`src/rtl/regfile_pkg.sv`:
```
`default_nettype none
// ============================================================================
// Module   : regfile_pkg
// Purpose  : Shared types and default parameters for the scoreboarded
//            register file (regfile_sb and its scoreboard sub-block).
// Revision : 1.0  initial release
// ============================================================================
package regfile_pkg;

    localparam int DATA_W_DEF = 32;
    localparam int ADDR_W_DEF = 5;
    localparam int NRD_DEF    = 2;

    // Sweep-clear controller states
    typedef enum logic [0:0] {
        IDLE  = 1'b0,
        CLEAR = 1'b1
    } state_e;

endpackage : regfile_pkg
`default_nettype wire

```
`src/rtl/regfile_sb_score.sv`:
```
`default_nettype none
// ============================================================================
// Module   : regfile_sb_score
// Purpose  : Per-register busy scoreboard. Issue sets a bit, an accepted
//            write clears it (set wins on collision), a sweep start zeroes
//            all bits. Provides the per-read-port busy lookup.
// Revision : 1.0  initial release
// ============================================================================
module regfile_sb_score
    import regfile_pkg::*;
#(
    parameter int ADDR_W = ADDR_W_DEF,
    parameter int NRD    = NRD_DEF
) (
    input  logic                  clk,
    input  logic                  rst,
    input  logic                  clr_all,   // sweep starts: drop every busy bit
    input  logic                  blank,     // sweep running: no sets, busy reads 0
    input  logic                  set_vld,
    input  logic [ADDR_W-1:0]     set_addr,
    input  logic                  wr_vld,    // write already qualified by the top
    input  logic [ADDR_W-1:0]     wr_addr,
    input  logic [NRD*ADDR_W-1:0] raddr,
    input  logic [NRD-1:0]        fwd,       // port is being forwarded this cycle
    output logic [NRD-1:0]        rbusy
);

    localparam int DEPTH = 2 ** ADDR_W;

    logic [DEPTH-1:0] sb_q;
    logic [DEPTH-1:0] sb_d;

    // Next busy vector: clear-on-write first so a same-cycle issue wins
    always_comb begin
        sb_d = sb_q;
        if (clr_all) begin
            sb_d = '0;
        end else begin
            if (wr_vld) begin
                sb_d[wr_addr] = 1'b0;
            end
            if (set_vld && !blank) begin
                sb_d[set_addr] = 1'b1;
            end
        end
        sb_d[0] = 1'b0;   // register 0 is never busy
    end

    // Busy bit register
    always_ff @(posedge clk) begin
        if (rst) begin
            sb_q <= '0;
        end else begin
            sb_q <= sb_d;
        end
    end

    generate
        for (genvar i = 0; i < NRD; i++) begin : g_busy
            logic [ADDR_W-1:0] ra;
            assign ra       = raddr[i*ADDR_W +: ADDR_W];
            assign rbusy[i] = !blank && !fwd[i] && sb_q[ra];
        end
    endgenerate

endmodule : regfile_sb_score
`default_nettype wire

```
`src/rtl/regfile_sb.sv`:
```
`default_nettype none
// ============================================================================
// Module   : regfile_sb
// Purpose  : Multi-read-port register file with write-port scoreboard and a
//            sequential sweep clear (one register per cycle, 1..DEPTH-1).
//            Register 0 is hard zero and never busy.
// Config   : RF_BYPASS_EN - when defined, a same-cycle accepted write is
//            forwarded to any read port addressing it (data and busy=0).
// Revision : 1.0  initial release
// ============================================================================
module regfile_sb
    import regfile_pkg::*;
#(
    parameter int DATA_W = DATA_W_DEF,
    parameter int ADDR_W = ADDR_W_DEF,
    parameter int NRD    = NRD_DEF
) (
    input  logic                  clk,
    input  logic                  rst,
    input  logic                  we,
    input  logic [ADDR_W-1:0]     waddr,
    input  logic [DATA_W-1:0]     wdata,
    input  logic [NRD*ADDR_W-1:0] raddr,
    output logic [NRD*DATA_W-1:0] rdata,
    output logic [NRD-1:0]        rbusy,
    input  logic                  iss_vld,
    input  logic [ADDR_W-1:0]     iss_rd,
    input  logic                  clr_req,
    output logic                  clr_busy
);

    localparam int                DEPTH     = 2 ** ADDR_W;
    localparam logic [ADDR_W-1:0] IDX_FIRST = ADDR_W'(1);
    localparam logic [ADDR_W-1:0] IDX_LAST  = {ADDR_W{1'b1}};

    state_e            state_q, state_d;
    logic [ADDR_W-1:0] idx_q, idx_d;
    logic              clr_start;
    logic              wr_acc;
    logic [NRD-1:0]    fwd;

    logic [DATA_W-1:0] rf_q [DEPTH];
    logic [DATA_W-1:0] rf_d [DEPTH];

    assign clr_busy = (state_q == CLEAR);
    assign wr_acc   = we && (waddr != '0) && !clr_busy;

    // Sweep controller: IDLE waits for a request, CLEAR walks 1..DEPTH-1
    always_comb begin
        state_d   = state_q;
        idx_d     = idx_q;
        clr_start = 1'b0;
        case (state_q)
            IDLE: begin
                if (clr_req) begin
                    state_d   = CLEAR;
                    idx_d     = IDX_FIRST;
                    clr_start = 1'b1;
                end
            end
            CLEAR: begin
                if (idx_q == IDX_LAST) begin
                    state_d = IDLE;     // leave before the index would wrap
                end else begin
                    idx_d = idx_q + ADDR_W'(1);
                end
            end
            default: begin
                state_d = IDLE;
            end
        endcase
    end

    // Next register contents: accepted write, then sweep zeroing
    always_comb begin
        for (int k = 0; k < DEPTH; k++) begin
            rf_d[k] = rf_q[k];
        end
        if (wr_acc) begin
            rf_d[waddr] = wdata;
        end
        if (state_q == CLEAR) begin
            rf_d[idx_q] = '0;
        end
        rf_d[0] = '0;
    end

    // State, index and storage registers; reset aborts any sweep
    always_ff @(posedge clk) begin
        if (rst) begin
            state_q <= IDLE;
            idx_q   <= '0;
            for (int k = 0; k < DEPTH; k++) begin
                rf_q[k] <= '0;
            end
        end else begin
            state_q <= state_d;
            idx_q   <= idx_d;
            for (int k = 0; k < DEPTH; k++) begin
                rf_q[k] <= rf_d[k];
            end
        end
    end

    generate
        for (genvar i = 0; i < NRD; i++) begin : g_rd
            logic [ADDR_W-1:0] ra;
            assign ra = raddr[i*ADDR_W +: ADDR_W];
`ifdef RF_BYPASS_EN
            assign fwd[i] = wr_acc && (ra == waddr);
            assign rdata[i*DATA_W +: DATA_W] = fwd[i] ? wdata : rf_q[ra];
`else
            assign fwd[i] = 1'b0;
            assign rdata[i*DATA_W +: DATA_W] = rf_q[ra];
`endif
        end
    endgenerate

    regfile_sb_score #(
        .ADDR_W (ADDR_W),
        .NRD    (NRD)
    ) u_score (
        .clk      (clk),
        .rst      (rst),
        .clr_all  (clr_start),
        .blank    (clr_busy),
        .set_vld  (iss_vld),
        .set_addr (iss_rd),
        .wr_vld   (wr_acc),
        .wr_addr  (waddr),
        .raddr    (raddr),
        .fwd      (fwd),
        .rbusy    (rbusy)
    );

endmodule : regfile_sb
`default_nettype wire

```
`config.mk`:
```
export PLATFORM = sky130hd
export DESIGN_NAME = regfile_sb
export DESIGN_NICKNAME = d
export VERILOG_FILES = /design/src/rtl/regfile_pkg.sv /design/src/rtl/regfile_sb_score.sv /design/src/rtl/regfile_sb.sv
export SDC_FILE = /design/constraint.sdc
export NUM_CORES = 2
export LEC_CHECK = 0
export CAP_MARGIN = 10
export CORE_ASPECT_RATIO = 0.7
export CORE_MARGIN = 10
export CORE_UTILIZATION = 63
export CTS_CLUSTER_SIZE = 8
export DETAILED_ROUTE_END_ITERATION = 12
export PLACE_DENSITY = 0.91
export SYNTH_ARGS = -nofsm -noshare
export SYNTH_HDL_FRONTEND = slang
export SYNTH_HIERARCHICAL = 1
export SYNTH_SLANG_ARGS = --single-unit
```
`constraint.sdc`:
```
create_clock -name clk -period 2.1 [get_ports clk]
set_input_delay 0.21 -clock clk [delete_from_list [all_inputs] [get_ports clk]]
set_output_delay 0.21 -clock clk [all_outputs]
set_load 0.02 [all_outputs]
```
==> metrics.cfg, run 1 <==
[yosys]
synth_compound_gate_area_share_pct=16.8
synth_top_flop_cell=sky130_fd_sc_hd__dfxtp_1
netlist_instances=6109
synth.ff_latch_count=1029
synth.area.mux_share_pct=22.1
netlist.area_leader.share_pct=38.8
dominant_combinational_cell_family_by_area_after_synthesis=multiplexers
syn-mean-instance-area_sq_um=8.69
post-synth-top-area-cell=sky130_fd_sc_hd__dfxtp_1
synth.distinct_cells=46
netlist_top_cells_area=sky130_fd_sc_hd__dfxtp_1 39%, sky130_fd_sc_hd__mux4_2 17%, sky130_fd_sc_hd__nand2_1 15%, sky130_fd_sc_hd__a21oi_1 9.7%, sky130_fd_sc_hd__mux2i_1 3.7%
synth-async-reset-ratio_pct=0
seq_area_frac_synth_pct=38.8
synth_top_cells_by_count=2,055 x sky130_fd_sc_hd__nand2_1, 1,029 x sky130_fd_sc_hd__dfxtp_1, 1,026 x sky130_fd_sc_hd__a21oi_1
arithmetic_cell_share_of_the_synthesized_area_counting_full_adders_half_adders_and_majority_gates_pct=0.118
count_of_flip_flops_with_a_built_in_enable_after_synthesis=0
yosys_warnings=6
synth_xor_area_share_pct=0
post-synth-top-count-cell=sky130_fd_sc_hd__nand2_1
synth.cell_area_sq_um=53100
synth_simple_gate_area_share_pct=16.9

[run_status]
failing_step=global routing
error_message=[ERROR GRT-0232] Routing congestion too high. Check the congestion heatmap in the GUI.
run_status=did not finish

[floorplanning]
floorplan.initialDensity_pct=64.0
floorplan.die.height_um=263
die_x_um=367
num_io_pins=124
fp-row-count=88

[clock_network]
numCtsBuffers=146
cts_sink_count=1029
root_buffer_cell=sky130_fd_sc_hd__clkbuf_16
clock_path_buffers=3
cts.htree.levels=4

[place]
globalplace.congestion=1.03
place_area_sq_um=59500
dp.final_hpwl_mm=134
port_buffers=123

[global_route]
grt_max_degree=38
grt_overflow=99
grt_util_all_layers_pct=69.1

[timing]
worst_endpoint_kind=output port
worst_endpoint=rdata[14]

==> per-stage QoR <==
| step | TNS, ns | setup slack (ns) | util [%] | cells |
|---|---|---|---|---|
| after CTS | -30.57 | -0.622 | 77.5 | 7438 |
| after detailed placement | -104.66 | -0.816 | 71.7 | 7279 |
| after global placement | -73.50 | -0.788 | 71.7 | 7279 |
| after floorplan | 0 | 0.0704 | - | 6110 |
==> metal layers <==
layer	overflow	global-route usage, %
met1	4	68.8
met2	56	76.9
met3	2	65.7
met4	36	63.9
met5	1	45.0
==> repair_timing <==
item | 4_1_cts
setup buffers | 10
endpoints found under the setup margin | 71
pin swaps | 152
resized for setup | 677
hold buffers | 0
==> cell families after synthesis <==
group	after synthesis
fa+ha+maj	5
other cells	1
compound gates	1542
mux	661
buf+inv	617
flops	1029
simple gates	2254
==> run 2, diff against run 1 <==
--- a/config.mk
+++ b/config.mk
@@ -6,12 +6,10 @@
 export NUM_CORES = 2
 export LEC_CHECK = 0
 export CAP_MARGIN = 10
-export CORE_ASPECT_RATIO = 0.7
 export CORE_MARGIN = 10
-export CORE_UTILIZATION = 63
-export CTS_CLUSTER_SIZE = 8
+export CORE_UTILIZATION = 40
 export DETAILED_ROUTE_END_ITERATION = 12
-export PLACE_DENSITY = 0.91
+export PLACE_DENSITY_LB_ADDON = 0.15
 export SYNTH_ARGS = -nofsm -noshare
 export SYNTH_HDL_FRONTEND = slang
 export SYNTH_HIERARCHICAL = 1
==> run 2 against run 1 <==
Against the previous run:
- synthesized cell count unchanged
- the flow now finishes, with violations (setup timing)
- synthesized area unchanged
==> metrics.cfg, run 2 <==
[pwr]
vdd_ir_drop_max_mv=0.647
sequential_share_of_power_pct=42.4
power.density_cell_area_nw_per_um2=689
sw_frac_of_total_pct=26.2
switchingPower_w=0.0122
power.leakage_nw=23.3
combinationalPowerShare_pct=10.8
power_frac_clock_pct=46.8
p_int_w=0.0344

[yosys]
yosys_warnings=6  ; unchanged
synth_top_flop_cell=sky130_fd_sc_hd__dfxtp_1
post-synth-top-area-cell=sky130_fd_sc_hd__dfxtp_1
netlist_instances=6109  ; unchanged
syn-mean-instance-area_sq_um=8.69  ; unchanged
synth_top_cells_by_count=2,055 x sky130_fd_sc_hd__nand2_1, 1,029 x sky130_fd_sc_hd__dfxtp_1, 1,026 x sky130_fd_sc_hd__a21oi_1
netlist.area_leader.share_pct=38.8  ; unchanged
netlist_top_cells_area=sky130_fd_sc_hd__dfxtp_1 39%, sky130_fd_sc_hd__mux4_2 17%, sky130_fd_sc_hd__nand2_1 15%, sky130_fd_sc_hd__a21oi_1 9.7%, sky130_fd_sc_hd__mux2i_1 3.7%
post-synth-top-count-cell=sky130_fd_sc_hd__nand2_1
seq_area_frac_synth_pct=38.8  ; unchanged
count_of_flip_flops_with_a_built_in_enable_after_synthesis=0  ; unchanged
synth.distinct_cells=46  ; unchanged
synth.cell_area_sq_um=53100  ; unchanged
synth-async-reset-ratio_pct=0  ; unchanged
synth.ff_latch_count=1029  ; unchanged

[critical_path]
worst_setup_path_start_kind=register
critical_path_required_ns=1.89
r2r-end=rf_q[26][9]
setup.worst_path.class=reg2out
timing.reg2reg.setup_slack_ns=0.09
worst-path-max-fanout=3
r2r.worst_path.cells=6
setup.worst_path.end_class=output pin
worst_r2r_startpoint=idx_q[0]
cp-startpoint=rf_q[29][1]
timing.critical_path.arrival_ns=2.51

[clock_network]
tritoncts=done
cts.clk_slew.worst_paths_ns=0.06
cts_sink_count=1029  ; unchanged
clock_path_buffers=3  ; unchanged
numCtsBuffers=116  ; -21%
worst_skew_pair.late_latency_ns=0.75
root_buffer_cell=sky130_fd_sc_hd__clkbuf_16
postCtsHoldBufs=0  ; unchanged
cts.htree.levels=3  ; -1

[route]
post_drt_wl_per_cell_um=28.0
detail_route.drc_violations=0
route.final.wire_length_mm=231
dr_total_vias=50417
drtIter0Drc=5902
post_drt_via_cell_ratio=6.10
antenna_left=0
detail_route.first_pass.iterations=6

[cells_and_area]
largest_register_ffs=992
commonest_non_fill_non_tap_cell_in_the_layout=sky130_fd_sc_hd__nand2_1
synthToLayoutAreaGrowth_pct=27.5
nets=6477
biggestRegsByFlops=rf_q (992), u_score/sb_q (31), idx_q (5)
layout.cells.most_common_list=2,055 x sky130_fd_sc_hd__nand2_1, 1,026 x sky130_fd_sc_hd__a21oi_1, 917 x sky130_fd_sc_hd__dfxtp_1
final_cells=8269
count_of_filler_cells_inserted_in_the_layout=11813
final_core_utilization_pct=51.4
layout.cell_area.non_filler_sq_um=67600
top_register=rf_q
final_layout_size_suffix_gt1_share_pct=27.4

[timing]
max_freq_ghz=0.368
finalSetupViolCount=66
post-route-worst-setup-slack_ns=-0.618
grt_setup_unrepaired=yes
max_slew.worst_pin.slew_ns=0.751
maxSlewViolCount=0
slew-limit-headroom_pct=49.8
min_period_over_period_pct=129
final.min_clock_period_ns=2.72
fin_skew_ns=0.0166
setup_tns_ns=-31.87
finalHoldViolCount=0

[min_path]
worstHoldPathCells=3
min_to=u_score/sb_q[7]
hp-class=in2reg
timing.hold.worst.start=iss_rd[1]

[global_route]
grt_max_degree=39
grt_first_pass_wirelength_mm=336
grt_overflow=0
grt_util_all_layers_pct=30.3
first_global_vias=48588
grt_antenna_before_repair=0

[floorplanning]
die_x_um=384  ; +4.7%
fp.dieArea_sq_um=148000
floorplan.core_area_sq_um=132000
floorplan.die.height_um=384  ; +46%
fp-row-count=133  ; +51%
num_io_pins=124  ; unchanged
floorplan.initialDensity_pct=40.3  ; -24 points

[place]
placed_cells_incl_taps=8092  ; +11%
place_area_sq_um=61800  ; +3.9%
dp.final_hpwl_mm=150  ; +12%
placement.setup.worst_slack_ns=-0.997  ; -0.180 ns
port_buffers=123  ; unchanged
globalplace.congestion=0.921  ; -11%

[run_status]
violations=setup timing
run_status=finished, violations left

[run]
maxCapViolations=0

## run 2: cell counts after synthesis
Identical to the previous run, type by type.
## run 2: per-stage QoR
stage / hold WS (ns) / power [W]
floorplan: 0.346 / 0.0224
global placement: 0.449 / 0.0249
detailed placement: 0.457 / 0.0249
CTS: 0.172 / 0.0466
global route: 0.252 / 0.0476
finish: 0.205 / 0.0466
## run 2: area by class of cell
| type | count | area [sq um] | area share, % |
|---|---|---|---|
| antenna | 1 | 2.50 | 0.00370 |
| clock buffer | 166 | 3490 | 5.17 |
| clock inverter | 50 | 582 | 0.860 |
| inverter | 6 | 22.5 | 0.0333 |
| multi-input combinational | 4464 | 31900 | 47.1 |
| sequential | 1029 | 20700 | 30.7 |
| tap | 1755 | 2200 | 3.25 |
| timing repair buffer | 798 | 8720 | 12.9 |
## run 2: worst max-delay path by stage
stage,slack [ns],cells past startpoint,endpoint
6_report,-0.62,6,rdata[1]
5_1_grt,-0.63,7,rdata[45]
4_1_cts,-0.63,7,rdata[45]
3_5_place_dp,-1.0,9,rdata[16]
3_3_place_gp,-1.03,8,rdata[10]
2_1_floorplan,0.07,7,rdata[10]
## run 2: worst max-delay path: stages (launching register included)
cell	delay, ns
sky130_fd_sc_hd__dfxtp_2	0.33
sky130_fd_sc_hd__mux4_2	0.45
sky130_fd_sc_hd__a22o_1	0.28
sky130_fd_sc_hd__o21ai_2	0.25
sky130_fd_sc_hd__o31ai_1	0.12
sky130_fd_sc_hd__buf_4	0.19
sky130_fd_sc_hd__buf_6	0.14
## run 2: layer usage
metal / vias up / global-route usage [%] / wire, um
li1: 22093 / - / -
met1: 24756 / 39.8 / 91800
met2: 2955 / 48.0 / 105000
met3: 613 / 6.29 / 24200
met4: 0 / 13.4 / 10500
met5: - / 0.162 / 0
## run 2: repair_timing
action,in CTS,in global routing
buffers inserted,3,2
setup endpoints to repair,67,66
endpoints found under the hold margin,0,0
gates resized for setup,667,95
pin swaps,154,39
gates cloned,0,0
## run 2: logic make-up (layout without fill, tap and decap cells)
group                      Yosys count  in the layout  synth area share, %
AOI/OAI and AO/OA                 1542           1542                 16.8
DFF                               1029           1029                 38.8
and+or+nand+nor                   2254           2254                 16.9
adders and majority gates            5              5                0.118
buffers and inverters              617           1020                 5.21
muxes                              661            661                 22.1
other                                1              3              0.00707
## run 2: power groups by stage
stage | clock network, W | registers (W) | logic, W
finish | 0.0218 | 0.0197 | 0.00504
global route | 0.0227 | 0.0197 | 0.00516
CTS | 0.0220 | 0.0197 | 0.00492
detailed placement | 0 | 0.0202 | 0.00473
global placement | 0 | 0.0202 | 0.00473
floorplan | 0 | 0.0201 | 0.00224
(Power assumes the default switching activity.)
